`src/rtl/muldiv_seq_pkg.sv`:
```
// Shared constants, funct decode helpers and state encoding for the HI/LO multiply/divide sequencer.
// Consumers: muldiv_seq, muldiv_step and the muldiv_seq_if bus.
package muldiv_seq_pkg;

    localparam int DATA_WIDTH = 32;
    localparam int FUNC_WIDTH = 6;
    localparam int CNT_WIDTH  = 5;

    localparam logic [FUNC_WIDTH-1:0] FUNC_MULT  = 6'h18;
    localparam logic [FUNC_WIDTH-1:0] FUNC_MULTU = 6'h19;
    localparam logic [FUNC_WIDTH-1:0] FUNC_DIV   = 6'h1A;
    localparam logic [FUNC_WIDTH-1:0] FUNC_DIVU  = 6'h1B;

    localparam logic [CNT_WIDTH-1:0] CNT_LAST = 5'd31;

    typedef enum logic [1:0] {
        ST_IDLE = 2'd0,
        ST_RUN  = 2'd1,
        ST_DONE = 2'd2
    } state_t;

    function automatic logic fcn_valid(input logic [FUNC_WIDTH-1:0] f);
        return (f == FUNC_MULT) || (f == FUNC_MULTU) || (f == FUNC_DIV) || (f == FUNC_DIVU);
    endfunction

    function automatic logic fcn_is_div(input logic [FUNC_WIDTH-1:0] f);
        return (f == FUNC_DIV) || (f == FUNC_DIVU);
    endfunction

    function automatic logic fcn_is_signed(input logic [FUNC_WIDTH-1:0] f);
        return (f == FUNC_MULT) || (f == FUNC_DIV);
    endfunction

endpackage

```
`src/rtl/muldiv_seq_if.sv`:
```
// Request/status bus between EX-stage decode and the multiply/divide sequencer.
// master = decode/pipeline side, slave = muldiv_seq.
interface muldiv_seq_if;
    import muldiv_seq_pkg::*;

    logic                  start_87;
    logic [FUNC_WIDTH-1:0] fcn_87;
    logic [DATA_WIDTH-1:0] arg_a_87;
    logic [DATA_WIDTH-1:0] arg_b_87;
    logic                  kill_87;
    logic                  wr_hi_87;
    logic                  wr_lo_87;
    logic [DATA_WIDTH-1:0] wdata_87;
    logic                  busy_87;
    logic                  done_87;
    logic [DATA_WIDTH-1:0] hi_87;
    logic [DATA_WIDTH-1:0] lo_87;

    modport master (
        output start_87, fcn_87, arg_a_87, arg_b_87, kill_87, wr_hi_87, wr_lo_87, wdata_87,
        input  busy_87, done_87, hi_87, lo_87
    );

    modport slave (
        input  start_87, fcn_87, arg_a_87, arg_b_87, kill_87, wr_hi_87, wr_lo_87, wdata_87,
        output busy_87, done_87, hi_87, lo_87
    );

endinterface

```
`src/rtl/muldiv_seq_step.sv`:
```
// One combinational iteration on {acc, q}: shift-add for multiply, restoring
// trial-subtract-shift for divide. After 32 iterations {acc, q} is {hi, lo}.
module muldiv_step
    import muldiv_seq_pkg::*;
(
    input  logic                  is_div,
    input  logic [DATA_WIDTH-1:0] acc,
    input  logic [DATA_WIDTH-1:0] q,
    input  logic [DATA_WIDTH-1:0] b,
    output logic [DATA_WIDTH-1:0] acc_next,
    output logic [DATA_WIDTH-1:0] q_next
);

    logic [DATA_WIDTH:0]   sum;
    logic [DATA_WIDTH:0]   rem_sh;
    logic [DATA_WIDTH-1:0] diff;

    always_comb begin
        sum      = {1'b0, acc} + {1'b0, b};
        rem_sh   = {acc, q[DATA_WIDTH-1]};
        // Only used when rem_sh >= b, where the difference always fits in 32 bits.
        diff     = rem_sh[DATA_WIDTH-1:0] - b;
        acc_next = acc;
        q_next   = q;
        if (is_div) begin
            if (rem_sh >= {1'b0, b}) begin
                acc_next = diff;
                q_next   = {q[DATA_WIDTH-2:0], 1'b1};
            end else begin
                acc_next = rem_sh[DATA_WIDTH-1:0];
                q_next   = {q[DATA_WIDTH-2:0], 1'b0};
            end
        end else if (q[0]) begin
            acc_next = sum[DATA_WIDTH:1];
            q_next   = {sum[0], q[DATA_WIDTH-1:1]};
        end else begin
            acc_next = {1'b0, acc[DATA_WIDTH-1:1]};
            q_next   = {acc[0], q[DATA_WIDTH-1:1]};
        end
    end

endmodule

```
`src/rtl/muldiv_seq.sv`:
```
// MIPS MULT/MULTU/DIV/DIVU sequencer owning HI/LO; 32 iterations, commit, one-cycle done.
// Optional MULDIV_SIGNED_EN: signed MULT/DIV via operand abs() and result sign fixup.
//
//  state   | meaning
//  IDLE    | waiting for start; MTHI/MTLO accepted
//  RUN     | iterating, busy asserted; kill aborts without touching HI/LO
//  DONE    | HI/LO just committed; may accept a back-to-back start
module muldiv_seq
    import muldiv_seq_pkg::*;
(
    input  logic        clk_87,
    input  logic        rst_n_87,
    muldiv_seq_if.slave bus
);

    state_t                state;
    logic [CNT_WIDTH-1:0]  cnt;
    logic [DATA_WIDTH-1:0] acc, q, dvs;
    logic [DATA_WIDTH-1:0] hi, lo;
    logic [DATA_WIDTH-1:0] acc_nx, q_nx;
    logic [DATA_WIDTH-1:0] a_in, b_in;
    logic [DATA_WIDTH-1:0] commit_hi, commit_lo;
    logic                  is_div;
    logic                  accept;

    assign accept = bus.start_87 && !bus.kill_87 && fcn_valid(bus.fcn_87);

`ifdef MULDIV_SIGNED_EN
    logic sgn_op;
    logic neg_lo, neg_hi;

    assign sgn_op = fcn_is_signed(bus.fcn_87);
    assign a_in   = (sgn_op && bus.arg_a_87[DATA_WIDTH-1]) ? -bus.arg_a_87 : bus.arg_a_87;
    assign b_in   = (sgn_op && bus.arg_b_87[DATA_WIDTH-1]) ? -bus.arg_b_87 : bus.arg_b_87;
`else
    assign a_in   = bus.arg_a_87;
    assign b_in   = bus.arg_b_87;
`endif

    muldiv_step u_step (
        .is_div   (is_div),
        .acc      (acc),
        .q        (q),
        .b        (dvs),
        .acc_next (acc_nx),
        .q_next   (q_nx)
    );

    // Multiply leaves the product in {acc, q}; divide leaves {remainder, quotient}.
    always_comb begin
        commit_hi = acc_nx;
        commit_lo = q_nx;
`ifdef MULDIV_SIGNED_EN
        if (is_div) begin
            if (neg_lo) commit_lo = -q_nx;
            if (neg_hi) commit_hi = -acc_nx;
        end else if (neg_lo) begin
            {commit_hi, commit_lo} = -{acc_nx, q_nx};
        end
`endif
    end

    always_ff @(posedge clk_87 or negedge rst_n_87) begin
        if (!rst_n_87) begin
            state  <= ST_IDLE;
            cnt    <= '0;
            acc    <= '0;
            q      <= '0;
            dvs    <= '0;
            is_div <= 1'b0;
            hi     <= '0;
            lo     <= '0;
`ifdef MULDIV_SIGNED_EN
            neg_lo <= 1'b0;
            neg_hi <= 1'b0;
`endif
        end else begin
            case (state)
                ST_RUN: begin
                    if (bus.kill_87) begin
                        state <= ST_IDLE;
                    end else begin
                        acc <= acc_nx;
                        q   <= q_nx;
                        cnt <= cnt + 1'b1;
                        if (cnt == CNT_LAST) begin
                            hi    <= commit_hi;
                            lo    <= commit_lo;
                            state <= ST_DONE;
                        end
                    end
                end
                default: begin
                    if (bus.wr_hi_87) hi <= bus.wdata_87;
                    if (bus.wr_lo_87) lo <= bus.wdata_87;
                    if (accept) begin
                        state  <= ST_RUN;
                        cnt    <= '0;
                        acc    <= '0;
                        q      <= a_in;
                        dvs    <= b_in;
                        is_div <= fcn_is_div(bus.fcn_87);
`ifdef MULDIV_SIGNED_EN
                        neg_lo <= sgn_op && (bus.arg_a_87[DATA_WIDTH-1] ^ bus.arg_b_87[DATA_WIDTH-1]);
                        neg_hi <= sgn_op && bus.arg_a_87[DATA_WIDTH-1];
`endif
                    end else begin
                        state <= ST_IDLE;
                    end
                end
            endcase
        end
    end

    assign bus.busy_87 = (state == ST_RUN);
    assign bus.done_87 = (state == ST_DONE);
    assign bus.hi_87   = hi;
    assign bus.lo_87   = lo;

endmodule

```
`src/flat_wrapper.sv`:
```
// flat-port wrapper written by rule: the top's interface ports become plain ports
module muldiv_seq_flat import muldiv_seq_pkg::*;
  (clk_87, rst_n_87, bus_start_87, bus_fcn_87, bus_arg_a_87, bus_arg_b_87, bus_kill_87, bus_wr_hi_87, bus_wr_lo_87, bus_wdata_87, bus_busy_87, bus_done_87, bus_hi_87, bus_lo_87);
  muldiv_seq_if bus_i ();
  input  logic clk_87;
  input  logic rst_n_87;
  input wire logic [$bits(bus_i.start_87)-1:0] bus_start_87;
  input wire logic [$bits(bus_i.fcn_87)-1:0] bus_fcn_87;
  input wire logic [$bits(bus_i.arg_a_87)-1:0] bus_arg_a_87;
  input wire logic [$bits(bus_i.arg_b_87)-1:0] bus_arg_b_87;
  input wire logic [$bits(bus_i.kill_87)-1:0] bus_kill_87;
  input wire logic [$bits(bus_i.wr_hi_87)-1:0] bus_wr_hi_87;
  input wire logic [$bits(bus_i.wr_lo_87)-1:0] bus_wr_lo_87;
  input wire logic [$bits(bus_i.wdata_87)-1:0] bus_wdata_87;
  output wire logic [$bits(bus_i.busy_87)-1:0] bus_busy_87;
  output wire logic [$bits(bus_i.done_87)-1:0] bus_done_87;
  output wire logic [$bits(bus_i.hi_87)-1:0] bus_hi_87;
  output wire logic [$bits(bus_i.lo_87)-1:0] bus_lo_87;
  assign bus_i.start_87 = bus_start_87;
  assign bus_i.fcn_87 = bus_fcn_87;
  assign bus_i.arg_a_87 = bus_arg_a_87;
  assign bus_i.arg_b_87 = bus_arg_b_87;
  assign bus_i.kill_87 = bus_kill_87;
  assign bus_i.wr_hi_87 = bus_wr_hi_87;
  assign bus_i.wr_lo_87 = bus_wr_lo_87;
  assign bus_i.wdata_87 = bus_wdata_87;
  assign bus_busy_87 = bus_i.busy_87;
  assign bus_done_87 = bus_i.done_87;
  assign bus_hi_87 = bus_i.hi_87;
  assign bus_lo_87 = bus_i.lo_87;
  muldiv_seq u_core (.clk_87(clk_87), .rst_n_87(rst_n_87), .bus(bus_i));
endmodule
```
`config.mk`:
```
export PLATFORM = sky130hd
export DESIGN_NAME = muldiv_seq_flat
export DESIGN_NICKNAME = d
export VERILOG_FILES = /design/src/rtl/muldiv_seq_pkg.sv /design/src/rtl/muldiv_seq_if.sv /design/src/rtl/muldiv_seq_step.sv /design/src/rtl/muldiv_seq.sv /design/src/flat_wrapper.sv
export SDC_FILE = /design/constraint.sdc
export NUM_CORES = 1
export LEC_CHECK = 0
export CAP_MARGIN = 20
export CORE_MARGIN = 1.5
export CORE_UTILIZATION = 65
export CTS_CLUSTER_SIZE = 8
export DETAILED_ROUTE_END_ITERATION = 6
export DONT_BUFFER_PORTS = 1
export PLACE_DENSITY = 0.82
export SYNTH_ARGS = -nofsm -noshare
export SYNTH_HDL_FRONTEND = slang
export SYNTH_SLANG_ARGS = --single-unit
```
`constraint.sdc`:
```
create_clock -name clk_87 -period 8.14 [get_ports clk_87]
set_clock_uncertainty 0.2 [all_clocks]
set_input_delay 0.407 -clock clk_87 [delete_from_list [all_inputs] [get_ports clk_87]]
set_output_delay 0.407 -clock clk_87 [all_outputs]
set_load 0.03 [all_outputs]
```
# After elaboration in Yosys (flattened, before gate mapping)

Cells that the tools add are included.

Register bits: 168
Output and inout bits: 66
Input port bits: 108
Logic and storage cells: 64

Add/sub/neg operators: 3
Magnitude comparators: 1
Muxes and demuxes: 27
Equality and inequality tests: 10
Bitwise operators: 1
Reduce and logical (&&, ||, !) cells: 14

Operators with widths:

| operator              | count |
|---|---|
| $mux W32              | 19 |
| $add A32 B32 Y33      | 1 |
| $ge A33 B32 Y1        | 1 |
| $sub A32 B32 Y32      | 1 |
| $eq A6 B5 Y1 const B  | 4 |
| $mux W5               | 3 |
| $mux W2               | 3 |
| $reduce_and A3 Y1     | 2 |
| $reduce_bool A2 Y1    | 3 |
| $add A5 B1 Y5 const B | 1 |
| $eq A5 B5 Y1 const B  | 1 |
| $logic_or A1 B1 Y1    | 4 |
| $reduce_and A2 Y1     | 2 |
| $ne A3 B2 Y1 const B  | 1 |
| $eq A2 B1 Y1 const B  | 1 |
| $eq A2 B2 Y1 const B  | 1 |
| $logic_and A1 B1 Y1   | 2 |
| $mux W1               | 2 |
| $ne A2 B1 Y1 const B  | 1 |
| $ne A2 B2 Y1 const B  | 1 |
| $logic_not A1 Y1      | 1 |
| $not A1 Y1            | 1 |

# Logic depth before layout (Yosys ltp)

Word-level depth: 7
Depth in mapped cells: 14

# Hierarchy

Synthesis repeated with hierarchy kept, for this count alone.

Cell total of the unflattened synthesis: 1354
Area, all modules: 12787.3 um2

Modules (own cells, without submodules):

| module      | seq. area each (um2) | cells an instance | instances | area each (um2) |
|---|---|---|---|---|
| muldiv_seq  | 4204.0               | 570               | 1         | 7562.3 |
| muldiv_step | 0.0                  | 784               | 1         | 5225.0 |

# Worst setup path before layout

Ideal clock, no wire load.

Path kind: flip-flop to flip-flop
From: register u_core.dvs[1]
To: register u_core.acc[25]
Arrival: 2.723 ns
Slack: 5.093 ns
Data required time: 7.815 ns
Buffers on the path: 1
Clock period less this slack: 3.047 ns
Cell stages (with the launch flop): 13
Cell sequence: dfrtp_1 > inv_1 > ha_1 > and2b_1 > o2111ai_2 > a31o_4 > a211oi_4 > o211a_4 > nor2_2 > buf_6 > o32a_1 > o311a_1 > mux2_2

Longest elaborated chain between the ends: 5
Elaborated cells between the ends (all ways): 8

Ends and longest elaborated chain:

| item                                           | RTL line                                     | source |
|---|---|---|
| start, declared                                | muldiv_seq.sv:18                             | `logic [DATA_WIDTH-1:0] acc, q, dvs;` |
| start signal, assigned                         | muldiv_seq.sv:101                            | `dvs <= b_in;` |
| $add A32 B32 Y33, or another cell as far along | muldiv_seq_step.sv:19                        | `sum = {1'b0, acc} + {1'b0, b};` |
| $mux W32, on equally long branches             | muldiv_seq_step.sv:33, muldiv_seq_step.sv:26 |  |
| $mux W32 *                                     | muldiv_seq_step.sv:25                        | `if (is_div) begin` |
| $mux W32 *                                     | muldiv_seq.sv:80                             | `if (bus.kill_87) begin` |
| $mux W32 *                                     | muldiv_seq.sv:78                             | `case (state)` |
| end signal, assigned                           | muldiv_seq.sv:83                             | `acc <= acc_nx;` |
| end, declared                                  | muldiv_seq.sv:18                             |  |

Every way passes the cells marked *; elsewhere a longest branch is shown, timed or not. The select of a mux whose other input is x is not followed.
A chain may end at the register's enable or synchronous reset.

# Final worst setup path

From: register u_core.acc[0]
To: register u_core.acc[21]

Longest elaborated chain between the ends: 5
Elaborated cells between the ends (all ways): 8

Ends and longest elaborated chain:

| item                                           | RTL line |
|---|---|
| $add A32 B32 Y33, or another cell as far along | muldiv_seq_step.sv:19 |
| $mux W32, on equally long branches             | muldiv_seq_step.sv:33, muldiv_seq_step.sv:26 |
| $mux W32 *                                     | muldiv_seq_step.sv:25 |
| $mux W32 *                                     | muldiv_seq.sv:80 |
| $mux W32 *                                     | muldiv_seq.sv:78 |

Marks and branches as above.

==> results by group <==
Timing
  – RSZ-0062 raised after global routing: false
  – Slew HR: 32.6%
  – Fin. max-slew vios: 0
  – Final min period: around 4.1 ns
  – Worst slew pin tran: 1.01 ns
  – Hold slack: -0.00150 ns
  – Final hold vios: 1
  – Slack of the critical path: 4.05 ns
  – F_max: about 240 MHz
  – TNS Setup: 0 ns
  – Final Cycle Share: approximately half
  – Setup violations, final: 0

Synthesis
  – Synth Area in Compound Gates: a little over a quarter
  – Ys async rst share: 100%
  – Synth Area in Adders: about 7%
  – Syn Inst Count: approximately 1400
  – Syn_nets: 1602
  – Xor/xnor share of the synthesized area: around 3.3%
  – Largest family of logic cells by synthesized area: compound AO/OA/AOI/OAI gates
  – Flops & latches, synth: between 150 and 200
  – Post-synth EDFFs: 0
  – Syn. warnings: 0
  – Simple-gate share of the synthesized area: a little under a fifth
  – Mux cell area share after synthesis: ~5.1%
  – Top_reg_cell synth: dfrtp_1
  – Mean Syn Cell Area: 8.42 sq um
  – Cell variety after synth: 86
  – Mapped cell area: roughly 12000 sq um
  – Post-synthesis sequential area ratio: a little over a third

Drt
  – Vias: approximately 12000
  – Via/cell ratio: 6.87
  – Wire per inst: ~22 um
  – Remaining DRCs: 0
  – First drt pass iteration count: 7
  – Final ANT Viol Nets: 0
  – Initial DRC count: about 1300
  – DRT Wirelength: approximately 38000 um

Setup path
  – Reg2reg start: u_core.acc[0]
  – Worst R2R Setup Slack: 4.05 ns
  – Crit path max fanout: 6
  – Worst Setup End Kind: flop
  – Setup Crit Path Kind: reg2reg
  – Critical path startpoint category: flop
  – Cells on worst reg2reg path: 11
  – CP required: between 8 and 9 ns
  – Worst Path Arrival: ~4.3 ns
  – RR Endpoint: u_core.acc[21]

Min path
  – Worst hold stages: 2
  – Min-delay src: bus_arg_a_87[31]
  – Hold endpoint: u_core.q[31]
  – Hold WC Path Type: in2reg

Clock network
  – H-tree Lvls: 4
  – Clock Path Buffers: 2
  – Worst skew pair latency: around 0.45 ns
  – Clk slew on worst S/H paths: ~0.080 ns
  – Clock tree sinks: 168
  – Post-CTS Setup Bufs: 0
  – PostCTS Resize Cnt: 0
  – Root Buffer: clkbuf_16
  – TritonCTS Buffers: 17
  – CTS tree: done

Final layout
  – Register area: 4210 sq um
  – Footprint of the multi-input gates: slightly above 7000 sq um
  – Area Growth Syn to Fin: 13.5%
  – Fillers: 1265
  – Share of cells above drive strength 1: just under 8%
  – # nets final: about 1600
  – N_diodes: 0
  – Post-route design area: 13600 sq um

Floorplanning
  – Num rows: 49
  – Starting density of the core: between 60% and 70%
  – Ports: 174
  – Die area: around 19000 sq um
  – Placeable Area: about 18000 sq um
  – Die Y: roughly 140 um
  – Die width: 139 um

Status
  – Outcome: finished with violations
  – Failing checks: hold timing

Power and ir drop
  – PD cells: approximately 250 nW/um^2
  – Final Power: 3.41 mW
  – Leak Pwr: a little over 6 nW
  – VDD IR max: approximately 0.00023 V

Placement
  – Pre-CTS WS: approximately 4.2 ns
  – Area after DPL: around 12000 sq um
  – Number of port buffers: 0
  – Placer Congestion: between 0.9 and 1
  – Post-DP HPWL: between 20000 and 30000 um

GRT
  – Total grt overflow: 0
  – First-pass GRT wire length: 60100 um
  – Number of global-route vias before repair: roughly 11000
  – Pin count of the biggest net entering global routing: roughly 170
  – Total GRT Usage: around two fifths
  – Initial antenna violation count: 0

Flow run
  – Maxcap violations: 0
-- cells in the mapped netlist (all sizes together), types with 6 or more instances --
master,number,area share (%)
nor2b,33,1.7
xor2,17,1.2
a21o,25,1.6
o21a,15,0.94
nand3,41,1.7
a211oi,52,3.4
o22a,7,0.51
mux2,45,4.2
a22o,8,0.58
o31ai,68,4.3
xnor2,28,2.0
ha,66,6.9
o211ai,6,0.42
mux2i,11,0.92
o21ai,83,3.5
a21oi,104,4.4
and2,12,0.63
a31oi,15,0.96
nand2,212,6.7
dfrtp,168,35
nand4,7,0.36
and3,17,0.89
buf,17,0.84
nor3,19,0.79
a221oi,6,0.44
a311o,7,0.58
o21bai,8,0.50
inv,49,1.5
clkbuf,68,2.1
nand2b,8,0.42
nor2,129,4.1
-- critical path, cell delays in order (launching register included) --
cell	delay, ns
dfrtp_1	0.45
ha_1	0.26
fa_1	0.45
a211oi_1	0.41
o21ai_0	0.32
and3_1	0.27
o21a_1	0.23
nor2_1	0.29
xnor2_1	0.17
o22ai_1	0.14
a211oi_1	0.59
a22o_1	0.23
-- logic make-up (layout without fill, tap and decap cells) --
group	Yosys count	after routing
xor gates and xnor gates	45	45
DFF	168	168
muxes	56	56
and+or+nand+nor	501	501
AOI/OAI and AO/OA	453	453
adders and majority gates	68	68
buffers and inverters	135	186
-- metrics by stage --
step / utilization, % / instances
after floorplan: - / 1426
after global placement: 66.7 / 1579
after detailed placement: 66.7 / 1579
after CTS: 75.5 / 1705
after global routing: 75.6 / 1706
final: 75.6 / 1706
-- cell usage in the layout, fill, tap and decap left out, types with 48 or more instances in the layout --
cell	count
a21oi_1	101
o21ai_0	70
ha_1	66
dlygate4sd3_1	93
o31ai_1	68
a211oi_1	51
dfrtp_1	167
nor2_1	128
nand2_1	211
inv_1	48
-- metal layers --
metal,GRT usage (%),routed length (um),vias to the layer above
li1,-,-,5254
met1,47.1,14200,5583
met2,64.5,18300,701
met3,10.3,3550,184
met4,22.0,2250,0
met5,0,0,-
-- worst max-delay path by stage --
| stage | start | endpoint | slack [ns] | cells after the start |
|---|---|---|---|---|
| after floorplan | u_core.dvs[1] | u_core.acc[25] | 5.09 | 12 |
| after global placement | u_core.acc[9] | u_core.acc[20] | 4.26 | 10 |
| after detailed placement | u_core.acc[0] | u_core.acc[21] | 4.22 | 11 |
| after CTS | u_core.acc[0] | u_core.acc[21] | 4.18 | 11 |
| after global routing | u_core.acc[0] | u_core.acc[21] | 3.94 | 11 |
| final | u_core.acc[0] | u_core.acc[21] | 4.05 | 11 |
-- where the power goes --
part / internal [mW] / switching [mW]
registers: 0.962 / 0.221
logic: 0.522 / 0.834
clock network: 0.448 / 0.422
-- cell type report --
class | instances | area share (%)
Multi-Input combinational cell | 1123 | 53.4
Sequential cell | 168 | 30.9
Timing Repair Buffer | 104 | 7.64
Clock buffer | 17 | 3.12
Tap cell | 229 | 2.10
Clock inverter | 15 | 1.48
Inverter | 50 | 1.38
-- state kept, by name, summed over array words and instances (netlist names) --
name and count:
u_core.acc 32, u_core.bus.hi_87 32, u_core.bus.lo_87 32, u_core.cnt 5
u_core.dvs 32, u_core.is_div 1, u_core.q 32, u_core.state 2
-- what timing repair did --
action,CTS,global route
endpoints found under the setup margin,0,0
hold endpoints to repair,275,0
hold buffers,94,0
Note: power is estimated with default switching activity, not from simulation.
